### src/rtl/bringup_levelshifter_scan.sv
// Bring-up UART pattern generator: one shared bit-timing engine drives per-channel ID frames.
// Optional macro BRINGUP_LVL_SEQ_EN appends a shared 8-bit sequence byte to every frame.
module bringup_levelshifter_scan #(
  parameter int          NUM_CHANNELS     = 16,
  parameter int          CLOCKS_PER_BAUD  = 104,
  parameter int          CLOCKS_PER_FRAME = 120000,
  parameter logic [7:0]  ID_BASE          = 8'h41
) (
  input  logic                    clock,
  input  logic                    reset_n,
  input  logic                    enable,
  input  logic                    stagger,
  output logic [NUM_CHANNELS-1:0] tx_o,
  output logic [5:0]              active_o,
  output logic                    busy_o,
  output logic                    frame_done_o
);

  localparam int FW = $clog2(CLOCKS_PER_FRAME);
  localparam int BW = $clog2(CLOCKS_PER_BAUD);

  typedef enum logic [1:0] {S_IDLE, S_START, S_DATA, S_STOP} state_t;

  state_t                  r_state;
  logic [FW-1:0]           r_frameCnt;
  logic [BW-1:0]           r_baud;
  logic [2:0]              r_bitIdx;
  logic                    r_stag;
  logic [NUM_CHANNELS-1:0] r_tx;
  logic [5:0]              r_active;
  logic                    r_busy;
  logic                    r_frameDone;

  logic                    w_tick;
  logic                    w_baudEnd;
  logic                    w_lastByte;
  logic [2:0]              w_nextIdx;
  logic [NUM_CHANNELS-1:0] w_xmitNow;
  logic [NUM_CHANNELS-1:0] w_xmitTick;
  logic [NUM_CHANNELS-1:0] w_dataLine;

  assign w_tick    = enable && (r_frameCnt == FW'(CLOCKS_PER_FRAME - 1));
  assign w_baudEnd = (r_baud == BW'(CLOCKS_PER_BAUD - 1));
  assign w_nextIdx = (r_state == S_START) ? 3'd0 : r_bitIdx + 3'd1;

`ifdef BRINGUP_LVL_SEQ_EN
  logic [7:0] r_seq;
  logic       r_byteSel;

  assign w_lastByte = r_byteSel;

  // Byte selector alternates ID/sequence; sequence advances as the second byte completes
  always_ff @(posedge clock) begin
    if (!reset_n) begin
      r_seq     <= 8'd0;
      r_byteSel <= 1'b0;
    end else if (r_state == S_STOP && w_baudEnd) begin
      r_byteSel <= ~r_byteSel;
      if (r_byteSel) r_seq <= r_seq + 8'd1;
    end
  end
`else
  assign w_lastByte = 1'b1;
`endif

  always_comb begin : dataLines
    logic [7:0] chByte;
    chByte     = 8'h00;
    w_xmitNow  = '0;
    w_xmitTick = '0;
    w_dataLine = '1;
    for (int c = 0; c < NUM_CHANNELS; c++) begin
      w_xmitNow[c]  = !r_stag  || (r_active == 6'(c));
      w_xmitTick[c] = !stagger || (r_active == 6'(c));
      chByte        = ID_BASE + 8'(c);
`ifdef BRINGUP_LVL_SEQ_EN
      if (r_byteSel) chByte = r_seq;
`endif
      w_dataLine[c] = w_xmitNow[c] ? chByte[w_nextIdx] : 1'b1;
    end
  end

  always_ff @(posedge clock) begin
    if (!reset_n || !enable) r_frameCnt <= '0;
    else if (w_tick)         r_frameCnt <= '0;
    else                     r_frameCnt <= r_frameCnt + FW'(1);
  end

  // Line values are loaded on the same edge the state enters each bit, so tx_o stays registered
  always_ff @(posedge clock) begin
    if (!reset_n) begin
      r_state     <= S_IDLE;
      r_baud      <= '0;
      r_bitIdx    <= 3'd0;
      r_stag      <= 1'b0;
      r_tx        <= '1;
      r_active    <= 6'd0;
      r_busy      <= 1'b0;
      r_frameDone <= 1'b0;
    end else begin
      r_frameDone <= 1'b0;
      if (r_state != S_IDLE) r_baud <= w_baudEnd ? '0 : r_baud + BW'(1);
      case (r_state)
        S_IDLE: begin
          r_baud <= '0;
          if (w_tick) begin
            r_state  <= S_START;
            r_busy   <= 1'b1;
            r_stag   <= stagger;
            r_bitIdx <= 3'd0;
            r_tx     <= ~w_xmitTick;
          end
        end
        S_START: begin
          if (w_baudEnd) begin
            r_state  <= S_DATA;
            r_bitIdx <= 3'd0;
            r_tx     <= w_dataLine;
          end
        end
        S_DATA: begin
          if (w_baudEnd) begin
            if (r_bitIdx == 3'd7) begin
              r_state <= S_STOP;
              r_tx    <= '1;
            end else begin
              r_bitIdx <= w_nextIdx;
              r_tx     <= w_dataLine;
            end
          end
        end
        S_STOP: begin
          if (w_baudEnd) begin
            if (!w_lastByte) begin
              r_state <= S_START;
              r_tx    <= ~w_xmitNow;
            end else begin
              r_state     <= S_IDLE;
              r_busy      <= 1'b0;
              r_frameDone <= 1'b1;
              if (r_stag)
                r_active <= (r_active == 6'(NUM_CHANNELS - 1)) ? 6'd0 : r_active + 6'd1;
            end
          end
        end
        default: r_state <= S_IDLE;
      endcase
    end
  end

  assign tx_o         = r_tx;
  assign active_o     = r_active;
  assign busy_o       = r_busy;
  assign frame_done_o = r_frameDone;

endmodule

### config.mk
export PLATFORM = sky130hd
export DESIGN_NAME = bringup_levelshifter_scan
export DESIGN_NICKNAME = d
export VERILOG_FILES = /design/src/rtl/bringup_levelshifter_scan.sv
export SDC_FILE = /design/constraint.sdc
export NUM_CORES = 1
export LEC_CHECK = 0
export ABC_AREA = 1
export CELL_PAD_IN_SITES_DETAIL_PLACEMENT = 1
export CELL_PAD_IN_SITES_GLOBAL_PLACEMENT = 2
export CORE_ASPECT_RATIO = 0.6
export CORE_MARGIN = 4
export CORE_UTILIZATION = 32
export DETAILED_ROUTE_END_ITERATION = 10
export HOLD_SLACK_MARGIN = 0.03
export PLACE_DENSITY = 0.76
export SYNTH_ARGS = -nofsm -noshare
export SYNTH_HDL_FRONTEND = slang
export SYNTH_SLANG_ARGS = --single-unit
### constraint.sdc
create_clock -name clock -period 2.35 [get_ports clock]
set_input_delay 0.47 -clock clock [delete_from_list [all_inputs] [get_ports clock]]
set_output_delay 0.47 -clock clock [all_outputs]
set_load 0.05 [all_outputs]
Word-level counts from Yosys, hierarchy flattened
Memories as Yosys holds them, arrays and structs flattened.
Cells that the tools add are included.
{ "word_totals": {"latch_bits": 0, "mem_bits_rw": 0, "output_inout_bits": 24, "rom_bits": 128, "in_bits": 4, "n_memories": 16, "elab_cells": 167, "regBits": 54} }
{ "op_classes": {"order_cmp": 1, "n_shift": 0, "div_mod_pow": 0, "n_eq_ne": 27, "n_bitwise": 3, "n_mux": 55, "mul": 0, "n_reduce_logical": 52, "add_sub_neg": 4} }
{ "mem_list": {"columns": ["memory", "depth", "width", "rd", "rd_clocked_by_memory_dff", "wr", "line", "text"], "rows": [
  ["(no name shown)", 8, 1, 1, 0, 0, "79", "w_dataLine[c] = w_xmitNow[c] ? chByte[w_nextIdx] : 1'b1;"],
  ["(no name shown)", 8, 1, 1, 0, 0, "79", null],
  ["(no name shown)", 8, 1, 1, 0, 0, "79", null],
  ["(no name shown)", 8, 1, 1, 0, 0, "79", null],
  ["(no name shown)", 8, 1, 1, 0, 0, "79", null],
  ["(no name shown)", 8, 1, 1, 0, 0, "79", null],
  ["10 more memories", null, null, null, null, null, null, null]
]} }
{ "op_table": {"columns": ["operator", "n"], "rows": [
  ["16-bit 2-to-1 mux", 4],
  ["6-bit by 4-bit == test with 1-bit output (second input constant)", 8],
  ["16-bit case mux with 3 select lines", 1],
  ["1-bit 2-to-1 mux", 35],
  ["1-bit logical OR", 33],
  ["6-bit by 3-bit == test with 1-bit output (second input constant)", 4],
  ["17-bit by 1-bit adder with 17-bit output (second input constant)", 1],
  ["17-bit == test (second input constant)", 1],
  ["16-bit inverter", 1],
  ["3-bit 2-to-1 mux", 5],
  ["6-bit by 2-bit == test with 1-bit output (second input constant)", 2],
  ["2-bit != test (second input constant)", 6],
  ["2-bit 2-to-1 mux", 5],
  ["5-bit AND reduction", 2],
  ["3-bit case mux with 3 select lines", 1],
  ["2-bit case mux with 4 select lines", 1],
  ["7-bit by 1-bit adder with 7-bit output (second input constant)", 1],
  ["7-bit == test (second input constant)", 1],
  ["7-bit 2-to-1 mux", 1],
  ["6-bit by 1-bit adder with 6-bit output (second input constant)", 1],
  ["6-bit by 1-bit == test with 1-bit output (second input constant)", 1],
  ["6-bit logical NOT", 1],
  ["6-bit 2-to-1 mux", 1],
  ["3-bit AND reduction", 2],
  ["15 further kinds", 23]
]} }

Longest topological paths before layout
{ "depth": {"ltp_word": 8, "mapped_depth": 14, "mapped_depth_nobuf": 14} }

Worst setup path before layout
OpenSTA, ideal clock, no wires.
{ "synth_path": {"path_kind": "flip-flop to flip-flop", "start": "register r_state[1]", "end": "register r_tx[10] (netlist: tx_o[10])", "t_arrival_ps": 1827, "required_ps": 2220, "stages_incl_launch_ff": 14, "path_buffers": 0, "setup_ps": 130, "path_slack_ps": 393, "synth_period_minus_slack_ps": 1957, "path_cell_list": "dfxtp_1 -> inv_1 -> ha_1 -> nor2_1 -> inv_1 -> ha_1 -> inv_1 -> nand2_1 -> nand2_1 -> o21ai_0 -> nand2_1 -> nand2_1 -> nand3_1 -> nand3_1"} }
{ "synth_between": {"elab_chain_len": 8, "word_cells_on_any_way": 17, "classes_between": "eq/ne (6); mux (7); bitwise (1); reduce/logical (2); memory (1)"} }
{ "synth_lines": {"columns": ["element", "line", "text"], "rows": [
  ["from (decl)", "24", "state_t r_state;"],
  ["from (signal assigned)", "92", "r_state <= S_IDLE;"],
  ["from (signal assigned)", "107", "r_state <= S_START;"],
  ["from (signal assigned)", "116", "r_state <= S_DATA;"],
  ["2-bit by 1-bit == test with 1-bit output", "44, 103", null],
  ["3-bit 2-to-1 mux", "44", "assign w_nextIdx = (r_state == S_START) ? 3'd0 : r_bitIdx + 3'd1;"],
  ["memory 8 x 1 bit", null, null],
  ["1-bit 2-to-1 mux (implied by the code)", "79", null],
  ["1-bit 2-to-1 mux", "79", null],
  ["16-bit 2-to-1 mux", "123", "if (r_bitIdx == 3'd7) begin"],
  ["16-bit 2-to-1 mux", "122", "if (w_baudEnd) begin"],
  ["16-bit case mux with 3 select lines", "103", "case (r_state)"],
  ["to (signal assigned)", "111", "r_tx <= ~w_xmitTick;"],
  ["to (signal assigned)", "118", "r_tx <= w_dataLine;"],
  ["to (signal assigned)", "128", "r_tx <= w_dataLine;"],
  ["to (decl)", "29", "logic [NUM_CHANNELS-1:0] r_tx;"]
]} }
Parallel ways exist; a longest one is shown, timed or not. The select of a mux whose other input is x is not followed.
A chain may end at the register's enable or synchronous reset.

Final worst setup path
{ "layout_path": {"start": "register r_active[0] (netlist: active_o[0])", "end": "output port active_o[0]"} }
{ "layout_rtl": {"columns": ["element", "line", "text"], "rows": [
  ["from (decl)", "30", "logic [5:0] r_active;"],
  ["from (signal assigned)", "142", "r_active <= (r_active == 6'(NUM_CHANNELS - 1)) ? 6'd0 : r_active + 6'd1;"],
  ["to (decl)", "14", "output logic [5:0] active_o,"]
]} }
No word-level cell between the ends.

==> impl_metrics.csv <==
group,metric,value,unit
cts,cts_made_buffers,5,
cts,postCtsResizedCells,0,
cells_and_area,antennaDiodeCount,0,
yosys,ys_types,29,
yosys,syn_nets,473,
cts,cts_max_path_buffers,2,
grt,grt_antenna_before_repair,0,
die,die_area,0.01116,mm2
worst_setup_path,arrival,1.64,ns
die,core_area,0.009223,mm2
cts,cts_tree,"done",
grt,grt_pass1_vias,2966,
route,routed.top_layer,"met4",
grt,grt_start_max_net_pins,20,
die,chipHeight,83.44,um
yosys,netlist_area,0.003035,mm2
route,drcViolationCount,0,
worst_setup_path,end_kind,"primary output",
timing,timing.fmax,473.4,MHz
cells_and_area,drive_gt1_frac,0.06432,
route,dr.pass1.iters,4,
place,gp_congestion,0.8425,
place,hpwl,6840,um
timing,relSlewSlack,0.6433,
grt,grt_first_pass_wirelength,15140,um
timing,fin_skew,0.009657,ns
cts,post_cts_buffers,0,
timing,fin_crit,2.112,ns
route,routed-via-count,2916,
yosys,syn_avg_cell_area,6.745,um2
worst_setup_path,crit_chain,"clkdlybuf4s50_1",
grt,overflow,0,
timing,grt_setup_unrepaired,"false",
die,num_io_pins,28,
die,die_w,133.7,um
timing,finalCritPeriodShare,0.8989,
worst_setup_path,cp_top_family,"buffers and inverters",
cts,clock_sinks,54,
worst_setup_path,required,1.88,ns
cts,cts_max_level,2,
yosys,ys_warn_count,0,
worst_setup_path,crit_type,"reg -> out",
timing,final_hold_viol_count,0,
worst_hold_path,min_path_type,"reg -> reg",
route,wl_met3,249,um
run,maxCapViolCount,0,
cts,hold_buffers,0,
grt,grtUsageTotal,0.1668,
power_and_ir_drop,peakVddDrop,0.0003064,V
worst_setup_path,cpMaxStageDelayCell,"clkdlybuf4s50_1",
timing,tightest_slew,0.5333,ns
route,wl_per_cell,14.18,um
route,drtIter0Drc,219,
cts,cts-root-buf,"clkbuf_16",
timing,setup_viol_count_final,0,
cells_and_area,final_area,0.003664,mm2
worst_setup_path,critPathLaunchType,"flop",
place,placed_cell_area,0.003455,mm2
timing,tns,0,ns
place,portBuffers,27,
route,met1Wirelength,5195,um
route,wl_met2,3156,um
worst_setup_path,critPathMaxFanout,7,
cells_and_area,area_delta_synth_final,20.69,%
yosys,netlist_instances,450,
route,routed_wl,8678,um
cts,clkLatencyLatePin,0.30,ns
timing,maxSlewViolCount,0,
power_and_ir_drop,leakagePower,1.668,nW
run_status,status,"complete, no violations",
route,routed_via_density,4.765,
cells_and_area,fillCellCount,1190,
cts,clk_pin_slew,0.07,ns
cells_and_area,final_nets,504,
die,start_util,0.3291,
route,detail-route-antenna-nets,0,
yosys,seq_area_frac_synth,0.3561,
die,rows,27,
worst_setup_path,path_buf_inv,1,
yosys,synth-seq-cells,54,
power_and_ir_drop,power.density,887.8,mW/mm2
worst_setup_path,slowest_delay,0.86,ns
-- synth_stat cells --
cell	instances	area share
nand2_2	4	0.0082
o21ai_0	17	0.028
a21oi_1	17	0.028
buf_2	2	0.0033
buf_4	3	0.0074
nand2_4	1	0.0037
buf_1	1	0.0012
inv_2	1	0.0012
nand3_1	56	0.092
nor3_2	2	0.0066
nor3_1	7	0.012
nor2_1	50	0.062
dfxtp_1	54	0.36
inv_1	45	0.056
buf_6	2	0.0074
clkbuf_1	2	0.0025
a41oi_1	1	0.0029
a21oi_4	1	0.0054
o21a_1	1	0.0025
o22ai_4	1	0.0066
or2_2	3	0.0062
and3_1	1	0.0021
a31oi_1	2	0.0041
nand4_1	3	0.0062
xor2_1	6	0.017
xnor2_1	5	0.014
nand3_2	1	0.0033
nand2_1	142	0.18
ha_1	19	0.078
-- routing by layer --
metal,up-vias,global-route usage
met5,-,0
li1,1499,-
met2,27,0.2208
met3,5,0.03329
met4,0,0.03922
met1,1385,0.2678
-- worst paths after layout --
check,from,endpoint,slack (ns),cells past startpoint
setup / recovery,active_o[0]$_SDFFE_PN0P_,active_o[0],0.24,1
hold / removal,r_frameCnt[0]$_SDFF_PP0_,r_frameCnt[0]$_SDFF_PP0_,0.45,1
setup reg to reg,r_state[1]$_SDFFE_PN0P_,tx_o[12]$_SDFFE_PN1P_,0.30,14
hold reg to reg,r_frameCnt[0]$_SDFF_PP0_,r_frameCnt[0]$_SDFF_PP0_,0.45,1
-- stage by stage --
stage / total power (W) / setup slack [ns] / hold WS (ns) / cells / util
6_report: 0.003252 / 0.2375 / 0.4548 / 612 / 0.3972
5_1_grt: 0.003467 / 0.02921 / 0.4788 / 612 / 0.3972
4_1_cts: 0.003281 / 0.001188 / 0.4574 / 612 / 0.3961
3_5_place_dp: 0.002259 / 0.01547 / 0.4467 / 604 / 0.3746
3_3_place_gp: 0.002238 / 0.03732 / 0.4287 / 604 / 0.3746
2_1_floorplan: 0.001934 / 0.3927 / 0.4175 / 450 / -
-- where the power goes --
part / total (W) / internal [W] / switching, W
combinational: 0.00118 / 0.000369 / 0.000810
sequential: 0.00106 / 0.00101 / 0.0000564
clock: 0.00101 / 0.000641 / 0.000370
total: 0.00325 / 0.00202 / 0.00124
-- cell usage in the layout (no fill, tap or decap) --
| master | count |
|---|---|
| buf_4 | 7 |
| or2_2 | 3 |
| bufinv_16 | 2 |
| nand2_4 | 2 |
| nand4_1 | 3 |
| nor3_1 | 7 |
| inv_2 | 1 |
| clkdlybuf4s50_1 | 27 |
| and3_1 | 1 |
| nor3_2 | 2 |
| a31oi_1 | 2 |
| nand2_2 | 5 |
| ha_1 | 19 |
| a21oi_1 | 17 |
| nand3_1 | 56 |
| o21a_1 | 1 |
| o21ai_0 | 17 |
| nand3_2 | 1 |
| inv_1 | 45 |
| dfxtp_1 | 54 |
| a21oi_4 | 1 |
| xor2_1 | 6 |
| nor2_1 | 50 |
| xnor2_1 | 5 |
| clkbuf_16 | 5 |
| clkbuf_8 | 1 |
| o22ai_4 | 1 |
| a41oi_1 | 1 |
| nand2_1 | 140 |
-- cell families (layout without fill, tap and decap cells) --
kind of cell	Yosys count	in the layout	synth area share
XOR/XNOR	11	11	0.03174
AND/OR/NAND/NOR	270	270	0.3776
buffers and inverters	56	88	0.07873
AO/OA/AOI/OAI	40	40	0.07750
flip-flops	54	54	0.3561
adder cells (fa/ha/maj)	19	19	0.07832
-- state kept, by name, summed over array words and instances, names as in the netlist --
register,flops
r_frameCnt,17
tx_o,16
busy_o,1
r_stag,1
r_baud,7
frame_done_o,1
active_o,6
r_bitIdx,3
r_state,2
-- area by class of cell --
class | count | area (um2) | share of cell area
Inverter | 46 | 172.7 | 0.04713
Sequential cell | 54 | 1081 | 0.2951
Clock buffer | 6 | 138.9 | 0.03791
Timing Repair Buffer | 34 | 322.8 | 0.08811
Tap cell | 130 | 162.7 | 0.04440
Clock inverter | 2 | 60.06 | 0.01639
Multi-Input combinational cell | 340 | 1725 | 0.4710
-- worst register-to-register path: cells and delay by family (launching register included) --
kind	cells	cell delay, ns
simple gates	7	0.67
compound gates	1	0.14
flops	1	0.34
buf+inv	4	0.41
fa+ha+maj	2	0.40
No activity file was read; power rests on OpenSTA's default activity.
